File: src/rtl/seven_seg_scan_if.sv
// Input/output bundle of the multiplexed seven-segment scanner.
// master drives the value/load/enable side, slave is the scanner itself.
interface seven_seg_scan_if #(
  parameter int DIGITS = 4
);
  logic                  i_en;
  logic                  i_load;
  logic [4*DIGITS-1:0]   i_val;
  logic [DIGITS-1:0]     i_dp;
  logic [DIGITS-1:0]     i_blank;
  logic                  i_lz_en;
  logic [7:0]            o_seg_vals;
  logic [DIGITS-1:0]     o_digit_sel;
  logic                  o_pending;
  logic                  o_frame;

  modport master (
    output i_en, i_load, i_val, i_dp, i_blank, i_lz_en,
    input  o_seg_vals, o_digit_sel, o_pending, o_frame
  );

  modport slave (
    input  i_en, i_load, i_val, i_dp, i_blank, i_lz_en,
    output o_seg_vals, o_digit_sel, o_pending, o_frame
  );
endinterface

File: src/rtl/seven_seg_scan.sv
// Time-multiplexed hex display scanner with double-buffered value, dead-time and leading-zero blanking.
// Outputs registered, 1 cycle after counter/index state; no backpressure, i_load is always accepted.
module seven_seg_scan #(
  parameter int DIGITS         = 4,
  parameter int REFRESH_DIV    = 1000,
  parameter int DEAD_CYCLES    = 2,
  parameter bit SEG_ACTIVE_LOW = 1'b0,
  parameter bit DIG_ACTIVE_LOW = 1'b0
) (
  input logic            i_clk,
  input logic            i_rst_n,
  seven_seg_scan_if.slave bus
);
  localparam int CW = (REFRESH_DIV > 1) ? $clog2(REFRESH_DIV) : 1;
  localparam int IW = (DIGITS > 1) ? $clog2(DIGITS) : 1;

  function automatic logic [6:0] decode(input logic [3:0] nib);
    case (nib)
      4'h0: decode = 7'h5f;
      4'h1: decode = 7'h06;
      4'h2: decode = 7'h3b;
      4'h3: decode = 7'h2f;
      4'h4: decode = 7'h66;
      4'h5: decode = 7'h6d;
      4'h6: decode = 7'h7d;
      4'h7: decode = 7'h07;
      4'h8: decode = 7'h7f;
      4'h9: decode = 7'h6f;
      4'ha: decode = 7'h77;
      4'hb: decode = 7'h7c;
      4'hc: decode = 7'h59;
      4'hd: decode = 7'h3e;
      4'he: decode = 7'h79;
      default: decode = 7'h71;
    endcase
  endfunction

  logic [CW-1:0]       cnt;
  logic [IW-1:0]       idx;
  logic                en_q;
  logic [4*DIGITS-1:0] disp_val, pend_val;
  logic [DIGITS-1:0]   disp_dp, pend_dp, disp_blank, pend_blank;
  logic                pend_flag;
  logic [7:0]          seg_q;
  logic [DIGITS-1:0]   sel_q;
  logic                frame_q;

  logic                tc, last, frame_evt, commit;
  logic                hi_zero;
  logic [DIGITS-1:0]   blank_vec, sel_hit, sel_raw;
  logic [3:0]          nib;
  logic                dp_bit, blk, live;
  logic [7:0]          seg_raw;

  assign tc        = (cnt == CW'(REFRESH_DIV - 1));
  assign last      = (idx == IW'(DIGITS - 1));
  assign frame_evt = bus.i_en && tc && last;
  // Re-enabling counts as a commit point so a value loaded while idle shows immediately.
  assign commit    = bus.i_en && ((tc && last) || !en_q);

  always_comb begin
    hi_zero   = 1'b1;
    blank_vec = '0;
    for (int k = DIGITS - 1; k >= 0; k--) begin
      hi_zero      = hi_zero && (disp_val[4*k +: 4] == 4'h0);
      blank_vec[k] = disp_blank[k] || (bus.i_lz_en && (k > 0) && hi_zero);
    end
  end

  always_comb begin
    nib     = 4'h0;
    dp_bit  = 1'b0;
    blk     = 1'b0;
    sel_hit = '0;
    for (int k = 0; k < DIGITS; k++) begin
      if (idx == IW'(k)) begin
        nib        = disp_val[4*k +: 4];
        dp_bit     = disp_dp[k];
        blk        = blank_vec[k];
        sel_hit[k] = 1'b1;
      end
    end
    live    = bus.i_en && (int'(cnt) >= DEAD_CYCLES) && !blk;
    seg_raw = live ? {dp_bit, decode(nib)} : 8'h00;
    sel_raw = live ? sel_hit : '0;
  end

  always_ff @(posedge i_clk or negedge i_rst_n) begin
    if (!i_rst_n) begin
      cnt  <= '0;
      idx  <= '0;
      en_q <= 1'b0;
    end else begin
      en_q <= bus.i_en;
      if (!bus.i_en) begin
        cnt <= '0;
        idx <= '0;
      end else if (tc) begin
        cnt <= '0;
        idx <= last ? '0 : idx + IW'(1);
      end else begin
        cnt <= cnt + CW'(1);
      end
    end
  end

  // Pending copy tracks every load so a later plain commit never replays stale data.
  always_ff @(posedge i_clk or negedge i_rst_n) begin
    if (!i_rst_n) begin
      pend_val   <= '0;
      pend_dp    <= '0;
      pend_blank <= '0;
      pend_flag  <= 1'b0;
      disp_val   <= '0;
      disp_dp    <= '0;
      disp_blank <= '0;
    end else begin
      if (bus.i_load) begin
        pend_val   <= bus.i_val;
        pend_dp    <= bus.i_dp;
        pend_blank <= bus.i_blank;
      end
      if (commit) begin
        disp_val   <= bus.i_load ? bus.i_val   : pend_val;
        disp_dp    <= bus.i_load ? bus.i_dp    : pend_dp;
        disp_blank <= bus.i_load ? bus.i_blank : pend_blank;
        pend_flag  <= 1'b0;
      end else if (bus.i_load) begin
        pend_flag  <= 1'b1;
      end
    end
  end

  always_ff @(posedge i_clk or negedge i_rst_n) begin
    if (!i_rst_n) begin
      seg_q   <= {8{SEG_ACTIVE_LOW}};
      sel_q   <= {DIGITS{DIG_ACTIVE_LOW}};
      frame_q <= 1'b0;
    end else begin
      seg_q   <= seg_raw ^ {8{SEG_ACTIVE_LOW}};
      sel_q   <= sel_raw ^ {DIGITS{DIG_ACTIVE_LOW}};
      frame_q <= frame_evt;
    end
  end

  assign bus.o_seg_vals  = seg_q;
  assign bus.o_digit_sel = sel_q;
  assign bus.o_pending   = pend_flag;
  assign bus.o_frame     = frame_q;
endmodule

File: src/flat_wrapper.sv
// flat-port wrapper written by rule: the top's interface ports become plain ports
module seven_seg_scan_flat 
#(
  parameter int DIGITS         = 4,
  parameter int REFRESH_DIV    = 1000,
  parameter int DEAD_CYCLES    = 2,
  parameter bit SEG_ACTIVE_LOW = 1'b0,
  parameter bit DIG_ACTIVE_LOW = 1'b0
)
  (i_clk, i_rst_n, bus_i_en, bus_i_load, bus_i_val, bus_i_dp, bus_i_blank, bus_i_lz_en, bus_o_seg_vals, bus_o_digit_sel, bus_o_pending, bus_o_frame);
  seven_seg_scan_if #(.DIGITS(DIGITS)) bus_i ();
  input logic i_clk;
  input logic i_rst_n;
  input wire logic [$bits(bus_i.i_en)-1:0] bus_i_en;
  input wire logic [$bits(bus_i.i_load)-1:0] bus_i_load;
  input wire logic [$bits(bus_i.i_val)-1:0] bus_i_val;
  input wire logic [$bits(bus_i.i_dp)-1:0] bus_i_dp;
  input wire logic [$bits(bus_i.i_blank)-1:0] bus_i_blank;
  input wire logic [$bits(bus_i.i_lz_en)-1:0] bus_i_lz_en;
  output wire logic [$bits(bus_i.o_seg_vals)-1:0] bus_o_seg_vals;
  output wire logic [$bits(bus_i.o_digit_sel)-1:0] bus_o_digit_sel;
  output wire logic [$bits(bus_i.o_pending)-1:0] bus_o_pending;
  output wire logic [$bits(bus_i.o_frame)-1:0] bus_o_frame;
  assign bus_i.i_en = bus_i_en;
  assign bus_i.i_load = bus_i_load;
  assign bus_i.i_val = bus_i_val;
  assign bus_i.i_dp = bus_i_dp;
  assign bus_i.i_blank = bus_i_blank;
  assign bus_i.i_lz_en = bus_i_lz_en;
  assign bus_o_seg_vals = bus_i.o_seg_vals;
  assign bus_o_digit_sel = bus_i.o_digit_sel;
  assign bus_o_pending = bus_i.o_pending;
  assign bus_o_frame = bus_i.o_frame;
  seven_seg_scan #(.DIGITS(DIGITS), .REFRESH_DIV(REFRESH_DIV), .DEAD_CYCLES(DEAD_CYCLES), .SEG_ACTIVE_LOW(SEG_ACTIVE_LOW), .DIG_ACTIVE_LOW(DIG_ACTIVE_LOW)) u_core (.i_clk(i_clk), .i_rst_n(i_rst_n), .bus(bus_i));
endmodule
File: config.mk
export PLATFORM = sky130hd
export DESIGN_NAME = seven_seg_scan_flat
export DESIGN_NICKNAME = d
export VERILOG_FILES = /design/src/rtl/seven_seg_scan_if.sv /design/src/rtl/seven_seg_scan.sv /design/src/flat_wrapper.sv
export SDC_FILE = /design/constraint.sdc
export NUM_CORES = 1
export LEC_CHECK = 0
export ABC_AREA = 0
export CAP_MARGIN = 25
export CORE_MARGIN = 3
export CORE_UTILIZATION = 37
export CTS_CLUSTER_DIAMETER = 60
export DETAILED_ROUTE_END_ITERATION = 7
export MAX_ROUTING_LAYER = met4
export SETUP_SLACK_MARGIN = 0.3
export SYNTH_ARGS = -nofsm -noshare
export SYNTH_HDL_FRONTEND = slang
export SYNTH_SLANG_ARGS = --single-unit
File: constraint.sdc
create_clock -name i_clk -period 3.4 [get_ports i_clk]
set_clock_uncertainty 0.15 [all_clocks]
set_input_delay 0.68 -clock i_clk [delete_from_list [all_inputs] [get_ports i_clk]]
set_output_delay 0.68 -clock i_clk [all_outputs]
set_load 0.02 [all_outputs]
==> impl_metrics.tcl, run 1 <==
set metrics [dict create \
    drv_cap 0 \
    antenna_found_initial 0 \
    cts.sinks 75 \
    grt_pass1_vias 2219 \
    period_share_pct 82.4 \
    gp_congestion 0.817 \
    period_needed_ns 2.80 \
    end_kind "register" \
    cp_slowest_cell "o311ai_2" \
    drt.antenna.violating_nets 0 \
    synth_top_area_share_pct 54.3 \
    seqCellArea_um2 1880 \
    synth.area.top_cells "dfrtp_1 54%, mux2_2 9.4%, mux2_4 8.3%, ha_1 4.3%, nor2_1 1.5%" \
    first_iter_violations 111 \
    clk_pin_slew_ns 0.09 \
    status "finished, final reports clean" \
    core_area_um2 8890 \
    fp.dieH_um 103 \
    fin_area_um2 4210 \
    slew_violations 0 \
    leakagePower_nw 1.87 \
    yosysWarnings 0 \
    grt_pass1_wl_um 11000 \
    relSlewSlack_pct 57.9 \
    clk_path_buf_depth 2 \
    rsz0062_at_grt "false" \
    synthToLayoutAreaGrowth_pct 21.7 \
    synth_commonest_cells "75 x dfrtp_1, 29 x mux2_2, 19 x mux2_4" \
    vdd_drop_max_v 0.000323 \
    yosysMostFrequentCell "dfrtp_1" \
    synthesis.area_um2 3460 \
    finalHoldViolCount 0 \
    avgSynthCellArea_um2 12.8 \
    finalPower_mw 2.14 \
    critPathKind "register to register" \
    setup_tns_ns 0 \
    async_flop_share_pct 100 \
    holdBufCountCts 0 \
    hp-class "primary input to async pin" \
    ys_seq_area_share_pct 54.3 \
    setup_viol 0 \
    first_pass_iters 4 \
    dieArea_um2 10500 \
    grt_overflow_total 0 \
    drcViolationCount 0 \
    track_usage_pct 14.2 \
    fill_cells 793 \
    dp_hpwl_um 4630 \
    multi_input_area_um2 1500 \
    synth_edf_count 0 \
    cp_cell_sequence "inv_1 -> ha_1 -> inv_1 -> o311ai_2 -> inv_1 -> ha_1 -> nor3_1 -> a21oi_1 -> a221oi_1" \
    clock-root-buffer "clkbuf_8" \
    htreeDepth 3 \
    critPathLaunchType "register" \
    fp.dieW_um 103 \
    worst_slew_pin_slew_ns 0.623 \
    pin_count 43 \
    crit_top_cell "inv_1" \
    drive_above_1_share_pct 22.7 \
    wl_per_cell_um 15.7 \
    cts_tree "yes" \
    path_max_fanout 8 \
    io_buffers 42 \
    cellPowerDensity_nw_per_um2 510 \
    dpl_cell_area_um2 3970 \
    yosys.area.top_type "dfrtp_1" \
    insertion_delay_ns 0.36 \
    yosys_register_bits 75 \
    synth.distinct_cells 48 \
    synthCells 270 \
    finalHoldWorstSlack_ns 0.169 \
    viasPerCell 5.18 \
    path_buf_inv 3 \
    final_core_util_pct 47.3 \
    vias 2224 \
    rows 34 \
    grt_max_degree 76 \
    cp.required_ns 3.50 \
    initial_utilization_pct 38.9 \
    numCtsBuffers 9 \
    final_nets 357 \
    synth_flop_cell "dfrtp_1" \
    slowest_delay_ns 0.58 \
    synth_fp_nets 311 \
    arrival_ns 2.90 \
    drt_wl_total_um 6740 \
    cpLargestDelayFamily "compound AO/OA/AOI/OAI gates" \
    diodes 0 \
    fmax_mhz 357 \
]
## per-stage QoR
stage | setup WS (ns) | std cells
floorplan | 0.605 | 270
global placement | 0.410 | 412
detailed placement | 0.307 | 412
CTS | 0.584 | 428
global route | 0.317 | 429
finish | 0.599 | 429
## cell type report
class | instances | share of cell area, %
clock buffer | 9 | 2.95
tap | 108 | 3.21
inverter | 9 | 0.803
sequential | 75 | 44.6
multi-input combinational | 176 | 35.6
timing repair buffer | 45 | 10.9
clock inverter | 7 | 1.84
## power by group
part	leakage (nW)	switching, mW	internal [mW]
sequential	0.930	0.0646	0.991
combinational	0.855	0.179	0.217
clock	0.0881	0.350	0.342
## final timing paths
check,slack (ns),to,from,cells after the start
worst max-delay path,0.60,u_core.bus.o_seg_vals[6]$_DFF_PN0_,u_core.idx[0]$_DFFE_PN0P_,9
worst min-delay path,0.17,u_core.pend_val[3]$_DFF_PN0_,i_rst_n,2
worst max register to register,0.60,u_core.bus.o_seg_vals[6]$_DFF_PN0_,u_core.idx[0]$_DFFE_PN0P_,9
worst min register to register,0.33,u_core.bus.o_pending$_DFFE_PN0P_,u_core.bus.o_pending$_DFFE_PN0P_,1
max in group asynchronous,2.61,u_core.pend_val[8]$_DFF_PN0_,i_rst_n,2
min in group i_clk,0.33,u_core.bus.o_pending$_DFFE_PN0P_,u_core.bus.o_pending$_DFFE_PN0P_,1
## cells in the final DEF (no fill, tap or decap), types with 3 or more instances in the layout
master and n:
dfrtp_1 75, clkdlybuf4s50_1 41, mux2_2 29, mux2_4 19, nor2_1 14, ha_1 12
a21oi_1 10, nand3_1 10, inv_1 9, clkbuf_8 9, nand2_1 8, nor3_1 7
o21ai_0 5, xor2_1 5, nor4_1 4, a221oi_1 4, and2_1 4, clkinvlp_4 4
nand2b_1 3, nor2b_1 3, o21a_1 3, or4_1 3, mux2i_1 3, and3_1 3
buf_4 3
## state kept, by name, summed over array words and instances, names as in the netlist
name	count
u_core.pend_val	16
u_core.idx	2
u_core.disp_blank	4
u_core.disp_val	16
u_core.pend_blank	4
u_core.bus.o_digit_sel	4
u_core.en_q	1
u_core.bus.o_frame	1
u_core.pend_dp	4
u_core.bus.o_seg_vals	8
u_core.disp_dp	4
u_core.bus.o_pending	1
u_core.cnt	10
## routing by layer
metal	share of wire, %	GRT usage, %	up-vias
li1	-	-	1062
met1	49	18.7	1099
met2	45	20.0	52
met3	4.8	5.35	11
met4	1.7	5.15	0
met5	0	-	-
## logic make-up after synthesis
logic type / share of synthesized area, %
xor gates and xnor gates: 1.52
adders and majority gates: 4.34
DFF: 54.3
and+or+nand+nor: 10.1
muxes: 18.6
buffers and inverters: 2.57
AOI/OAI and AO/OA: 8.58
## what timing repair did
item | 4_1_cts | 5_1_grt
setup endpoints to repair | 1 | 0
gates resized for setup | 1 | 0
buffers inserted | 0 | 0
No activity file was read; power rests on OpenSTA's default activity.
==> run 2: changes to the inputs <==
Clock period 3.4 ns to 2.5 ns, I/O delays scaled along.
==> run 2 against run 1 <==
Effect of this change: global-route usage increased by 1.8 points; hold slack improved by 0.17 ns; clock power increased by 32%; clock-buffer cell count unchanged; utilization increased by 6.0 points; largest power group unchanged; critical path type unchanged.
==> impl_metrics.tcl, run 2 (synthesized netlist as in run 1, its figures left out) <==
set metrics [dict create \
    diodes 0 \
    critPathLaunchType "register" \
    cts.sinks 75 \
    top_regs "u_core.disp_val x16, u_core.pend_val x16, u_core.cnt x10" \
    antenna_found_initial 0 \
    worst_slew_pin_slew_ns 0.563 \
    cp-startpoint "u_core.idx[1]$_DFFE_PN0P_" \
    p_int_mw 2.18 \
    vias 2350 \
    grt_pass1_wl_um 12400 \
    cellPowerDensity_nw_per_um2 640 \
    rows 34 \
    fp.dieH_um 103 \
    clk_pin_slew_ns 0.08 \
    slew_violations 0 \
    hp-class "register to register" \
    fmax_mhz 458 \
    reg2reg_depth 8 \
    rsz0062_at_grt "true" \
    end_kind "register" \
    first_pass_iters 4 \
    cp.required_ns 2.59 \
    path_max_fanout 7 \
    numCtsBuffers 9 \
    dieArea_um2 10500 \
    layout_commonest_cell "dfrtp_1" \
    drive_above_1_share_pct 39.7 \
    worstReg2RegStart "u_core.idx[1]$_DFFE_PN0P_" \
    cts_tree "yes" \
    setup_tns_ns 0 \
    setup_viol 0 \
    vdd_drop_max_v 0.000313 \
    leakagePower_nw 2.09 \
    htreeDepth 3 \
    seqPwrFrac_pct 47.6 \
    arrival_ns 2.27 \
    wl_per_cell_um 16.5 \
    rrSetupSlack_ns 0.32 \
    sw_frac_of_total_pct 28.2 \
    synthToLayoutAreaGrowth_pct 37.1 \
    first_iter_violations 82 \
    clkPwrFrac_pct 30.1 \
    clock-root-buffer "clkbuf_8" \
    track_usage_pct 16.0 \
    insertion_delay_ns 0.35 \
    dp_hpwl_um 4890 \
    finalPower_mw 3.03 \
    io_buffers 42 \
    drt.antenna.violating_nets 0 \
    period_needed_ns 2.18 \
    crit_path_end "u_core.bus.o_seg_vals[4]$_DFF_PN0_" \
    drt_wl_total_um 7620 \
    combPwrFrac_pct 22.3 \
    rr_endpoint "u_core.bus.o_seg_vals[4]$_DFF_PN0_" \
    grt_pass1_vias 2451 \
    relSlewSlack_pct 62.1 \
    clk_path_buf_depth 2 \
    gp_congestion 0.881 \
    critPathKind "register to register" \
    pin_count 43 \
    finalHoldViolCount 0 \
    drv_cap 0 \
    grt_overflow_total 0 \
    viasPerCell 5.10 \
    final_nets 389 \
    initial_utilization_pct 38.9 \
    status "finished, final reports clean" \
    final_cell_mix "74 x dfrtp_1, 41 x clkdlybuf4s50_1, 29 x mux2_2, 25 x buf_4, 19 x mux2_4" \
    period_share_pct 87.4 \
    fp.dieW_um 103 \
    grt_max_degree 47 \
    p_switching_mw 0.854 \
    core_area_um2 8890 \
    drcViolationCount 0 \
]
run 2: cell count changes in the layout (fill, tap and decap cells not counted), sizes merged:
cell / before / now
clkinvlp: 4 / 2
buf: 4 / 33
clkinv: 1 / 4
nand2: 9 / 11
inv: 10 / 9
dlygate4sd3: 0 / 1
run 2: power by group through the flow:
stage | Clock (mW) | Combinational (mW) | Sequential (mW)
finish | 0.912 | 0.677 | 1.44
global route | 0.999 | 0.735 | 1.46
CTS | 0.951 | 0.617 | 1.44
detailed placement | 0 | 0.566 | 1.46
global placement | 0 | 0.566 | 1.46
floorplan | 0 | 0.357 | 1.45
run 2: how the worst min path moves through the flow:
stage,from,end,slack (ns),cells past startpoint
finish,u_core.bus.o_pending$_DFFE_PN0P_,u_core.bus.o_pending$_DFFE_PN0P_,0.34,1
detailed placement,i_rst_n,u_core.pend_val[5]$_DFF_PN0_,0.32,1
floorplan,i_rst_n,u_core.bus.o_digit_sel[0]$_DFF_PN0_,0.05,0
global placement,i_rst_n,u_core.pend_val[5]$_DFF_PN0_,0.31,1
CTS,u_core.bus.o_pending$_DFFE_PN0P_,u_core.bus.o_pending$_DFFE_PN0P_,0.35,1
global route,u_core.pend_dp[3]$_DFF_PN0_,u_core.pend_dp[3]$_DFF_PN0_,0.37,1
run 2: what timing repair did:
action / 4_1_cts / 5_1_grt
hold buffers: 1 / 0
hold endpoints to repair: 29 / 0
gates resized for setup: 22 / 32
cloned: 2 / 0
setup buffers: 15 / 6
setup endpoints to repair: 33 / 35
pin swaps: 6 / 13
run 2: final cells by class:
cell class | instances | area [µm²]
Clock buffer | 9 | 124
Clock inverter | 7 | 68.8
Fill cell | 763 | 4150
Inverter | 9 | 38.8
Multi-Input combinational cell | 178 | 1780
Sequential cell | 75 | 1880
Tap cell | 108 | 135
Timing Repair Buffer | 75 | 716
run 2: critical path: stages (launching register included):
cell and delay, ns:
dfrtp_1 0.42, inv_2 0.09, ha_4 0.20, buf_6 0.14, a211o_1 0.29, a21oi_4 0.21, or2_4 0.20, mux2i_1 0.08
a221oi_1 0.31
run 2: per-layer routing:
metal / part of all wire (%) / track usage (%)
met5: 0 / -
met4: 2.1 / 7.16
met3: 3.5 / 3.32
met2: 47 / 24.2
met1: 47 / 20.8
run 2: stage by stage:
| stage | worst slack (ns) | cell area, µm² | instances | hold slack [ns] | util (%) |
|---|---|---|---|---|---|
| 6_report | 0.316 | 4740 | 461 | 0.339 | 53.3 |
| 2_1_floorplan | 0.284 | 3510 | 270 | 0.0544 | - |
| 4_1_cts | 0.282 | 4550 | 455 | 0.346 | 51.1 |
| 3_3_place_gp | -0.00886 | 4100 | 421 | 0.311 | 46.1 |
| 5_1_grt | 0.196 | 4740 | 461 | 0.367 | 53.3 |
| 3_5_place_dp | -0.0580 | 4100 | 421 | 0.322 | 46.1 |
==> run 3: changes to the inputs <==
Settings changed: GPL_ROUTABILITY_DRIVEN set to 0, MAX_ROUTING_LAYER met4 to not set.
==> run 3 against run 2 <==
Effect of this change: clock-buffer cell count increased by 3; highest routed layer unchanged; global-route usage shrank 0.52 points; sequential cell count unchanged.
==> impl_metrics.tcl, run 3 (synthesized netlist as in run 1, its figures left out) <==
set metrics [dict create \
    hp-class "register to register" \
    synthToLayoutAreaGrowth_pct 35.7 \
    grt_overflow_total 0 \
    period_needed_ns 2.21 \
    htreeDepth 3 \
    reg2reg_depth 8 \
    holdPathStages 1 \
    drt.antenna.violating_nets 0 \
    sw_frac_of_total_pct 27.1 \
    cellPowerDensity_nw_per_um2 634 \
    numCtsBuffers 9 \
    track_usage_pct 15.5 \
    cp_cell_sequence "inv_4 -> ha_4 -> buf_4 -> and3b_1 -> nor4_1 -> o22a_1 -> o31a_1 -> and2_1" \
    finalPower_mw 2.97 \
    setup_viol 0 \
    grt_max_degree 44 \
    insertion_delay_ns 0.34 \
    rsz0062_at_grt "true" \
    final_nets 389 \
    relSlewSlack_pct 69.9 \
    antenna_found_initial 0 \
    fp.dieW_um 103 \
    p_switching_mw 0.807 \
    worstReg2RegStart "u_core.idx[1]$_DFFE_PN0P_" \
    arrival_ns 2.33 \
    slowest_delay_ns 0.47 \
    dpl_cell_area_um2 4080 \
    hold-path-endpoint "u_core.bus.o_pending$_DFFE_PN0P_" \
    combPwrFrac_pct 22.1 \
    wl_per_cell_um 16.6 \
    pin_count 43 \
    worstHoldStart "u_core.bus.o_pending$_DFFE_PN0P_" \
    diodes 0 \
    critPathLaunchType "register" \
    rows 34 \
    initial_utilization_pct 38.9 \
    leakagePower_nw 2.07 \
    drt_wl_total_um 7630 \
    critPathKind "register to register" \
    grt_pass1_vias 2457 \
    dieArea_um2 10500 \
    fp.dieH_um 103 \
    layout_commonest_cell "dfrtp_1" \
    cts_tree "yes" \
    seqPwrFrac_pct 48.6 \
    first_iter_violations 67 \
    end_kind "register" \
    drive_above_1_share_pct 38.4 \
    first_pass_iters 4 \
    rr_endpoint "u_core.bus.o_digit_sel[0]$_DFF_PN0_" \
    dp_hpwl_um 5000 \
    fin_area_um2 4690 \
    io_buffers 42 \
    p_int_mw 2.17 \
    final_cell_mix "73 x dfrtp_1, 41 x clkdlybuf4s50_1, 29 x mux2_2, 29 x buf_4, 19 x mux2_4" \
    period_share_pct 88.2 \
    cts.sinks 75 \
    viasPerCell 5.10 \
    slew_violations 0 \
    fill_cells 782 \
    worst_slew_pin_slew_ns 0.451 \
    vdd_drop_max_v 0.000283 \
    clock-root-buffer "clkbuf_8" \
    vias 2348 \
    cp.required_ns 2.62 \
    path_max_fanout 5 \
    clk_pin_slew_ns 0.07 \
    final_core_util_pct 52.7 \
    drv_cap 0 \
    core_area_um2 8890 \
    fmax_mhz 453 \
    finalHoldViolCount 0 \
    rrSetupSlack_ns 0.29 \
    status "finished, final reports clean" \
    top_regs "u_core.disp_val x16, u_core.pend_val x16, u_core.cnt x10" \
    clk_path_buf_depth 2 \
    drcViolationCount 0 \
    cp_slowest_cell "dfrtp_2" \
    grt_pass1_wl_um 12600 \
    clkPwrFrac_pct 29.3 \
]
==> run 3: worst max-delay path by stage <==
stage / start / end / slack, ns / depth (start not counted)
after floorplan: u_core.idx[0]$_DFFE_PN0P_ / u_core.bus.o_seg_vals[6]$_DFF_PN0_ / 0.28 / 11
after global placement: bus_i_lz_en / u_core.bus.o_seg_vals[5]$_DFF_PN0_ / 0.04 / 5
after detailed placement: u_core.idx[0]$_DFFE_PN0P_ / u_core.bus.o_seg_vals[2]$_DFF_PN0_ / -0.06 / 9
after CTS: u_core.idx[1]$_DFFE_PN0P_ / u_core.bus.o_seg_vals[2]$_DFF_PN0_ / 0.25 / 8
after global routing: u_core.idx[0]$_DFFE_PN0P_ / u_core.bus.o_seg_vals[6]$_DFF_PN0_ / 0.21 / 9
final: u_core.idx[1]$_DFFE_PN0P_ / u_core.bus.o_digit_sel[0]$_DFF_PN0_ / 0.29 / 8
==> run 3: per-layer routing <==
metal  GRT usage [%]  wire length, µm  share of wire, %  up-vias
li1                -                -                 -     1131
met1            20.4             3520                46     1157
met2            24.1             3700                48       49
met3            4.94              285               3.7       11
met4            5.55              129               1.7        0
met5               0                0                 0        -
==> run 3: area by class of cell <==
type / count / area, µm² / area share (%)
Clock buffer: 12 / 135 / 2.88
Clock inverter: 3 / 40.0 / 0.854
Inverter: 9 / 38.8 / 0.827
Multi-Input combinational cell: 178 / 1760 / 37.5
Sequential cell: 75 / 1880 / 40.1
Tap cell: 108 / 135 / 2.88
Timing Repair Buffer: 75 / 701 / 14.9
==> run 3: power by group through the flow <==
stage               logic [mW]  clock network [mW]  registers [mW]
floorplan                0.357                   0            1.45
global placement         0.551                   0            1.46
detailed placement       0.559                   0            1.46
CTS                      0.613               0.896            1.44
global route             0.717               0.954            1.46
finish                   0.658               0.871            1.44
==> run 3: through the flow <==
| step | cells | setup WS [ns] | setup TNS (ns) | hold slack [ns] |
|---|---|---|---|---|
| after floorplan | 270 | 0.284 | 0 | 0.0544 |
| after global placement | 419 | 0.0364 | 0 | 0.324 |
| after detailed placement | 419 | -0.0636 | -0.123 | 0.321 |
| after CTS | 449 | 0.247 | 0 | 0.337 |
| after global routing | 460 | 0.209 | 0 | 0.353 |
| final | 460 | 0.294 | 0 | 0.332 |
==> run 3: critical path: cells and delay by family, from the launching register on <==
family / cells / cell delay [ns]
DFF: 1 / 0.47
buffers and inverters: 2 / 0.24
adders and majority gates: 1 / 0.17
and+or+nand+nor: 3 / 0.62
AOI/OAI and AO/OA: 2 / 0.48
==> run 3: timing repair <==
action / 4_1_cts / 5_1_grt
pin swaps: 8 / 12
gates resized for setup: 29 / 19
cloned: 2 / 0
endpoints found under the setup margin: 35 / 35
hold endpoints to repair: 32 / 0
hold buffers: 1 / 0
buffers inserted: 12 / 11
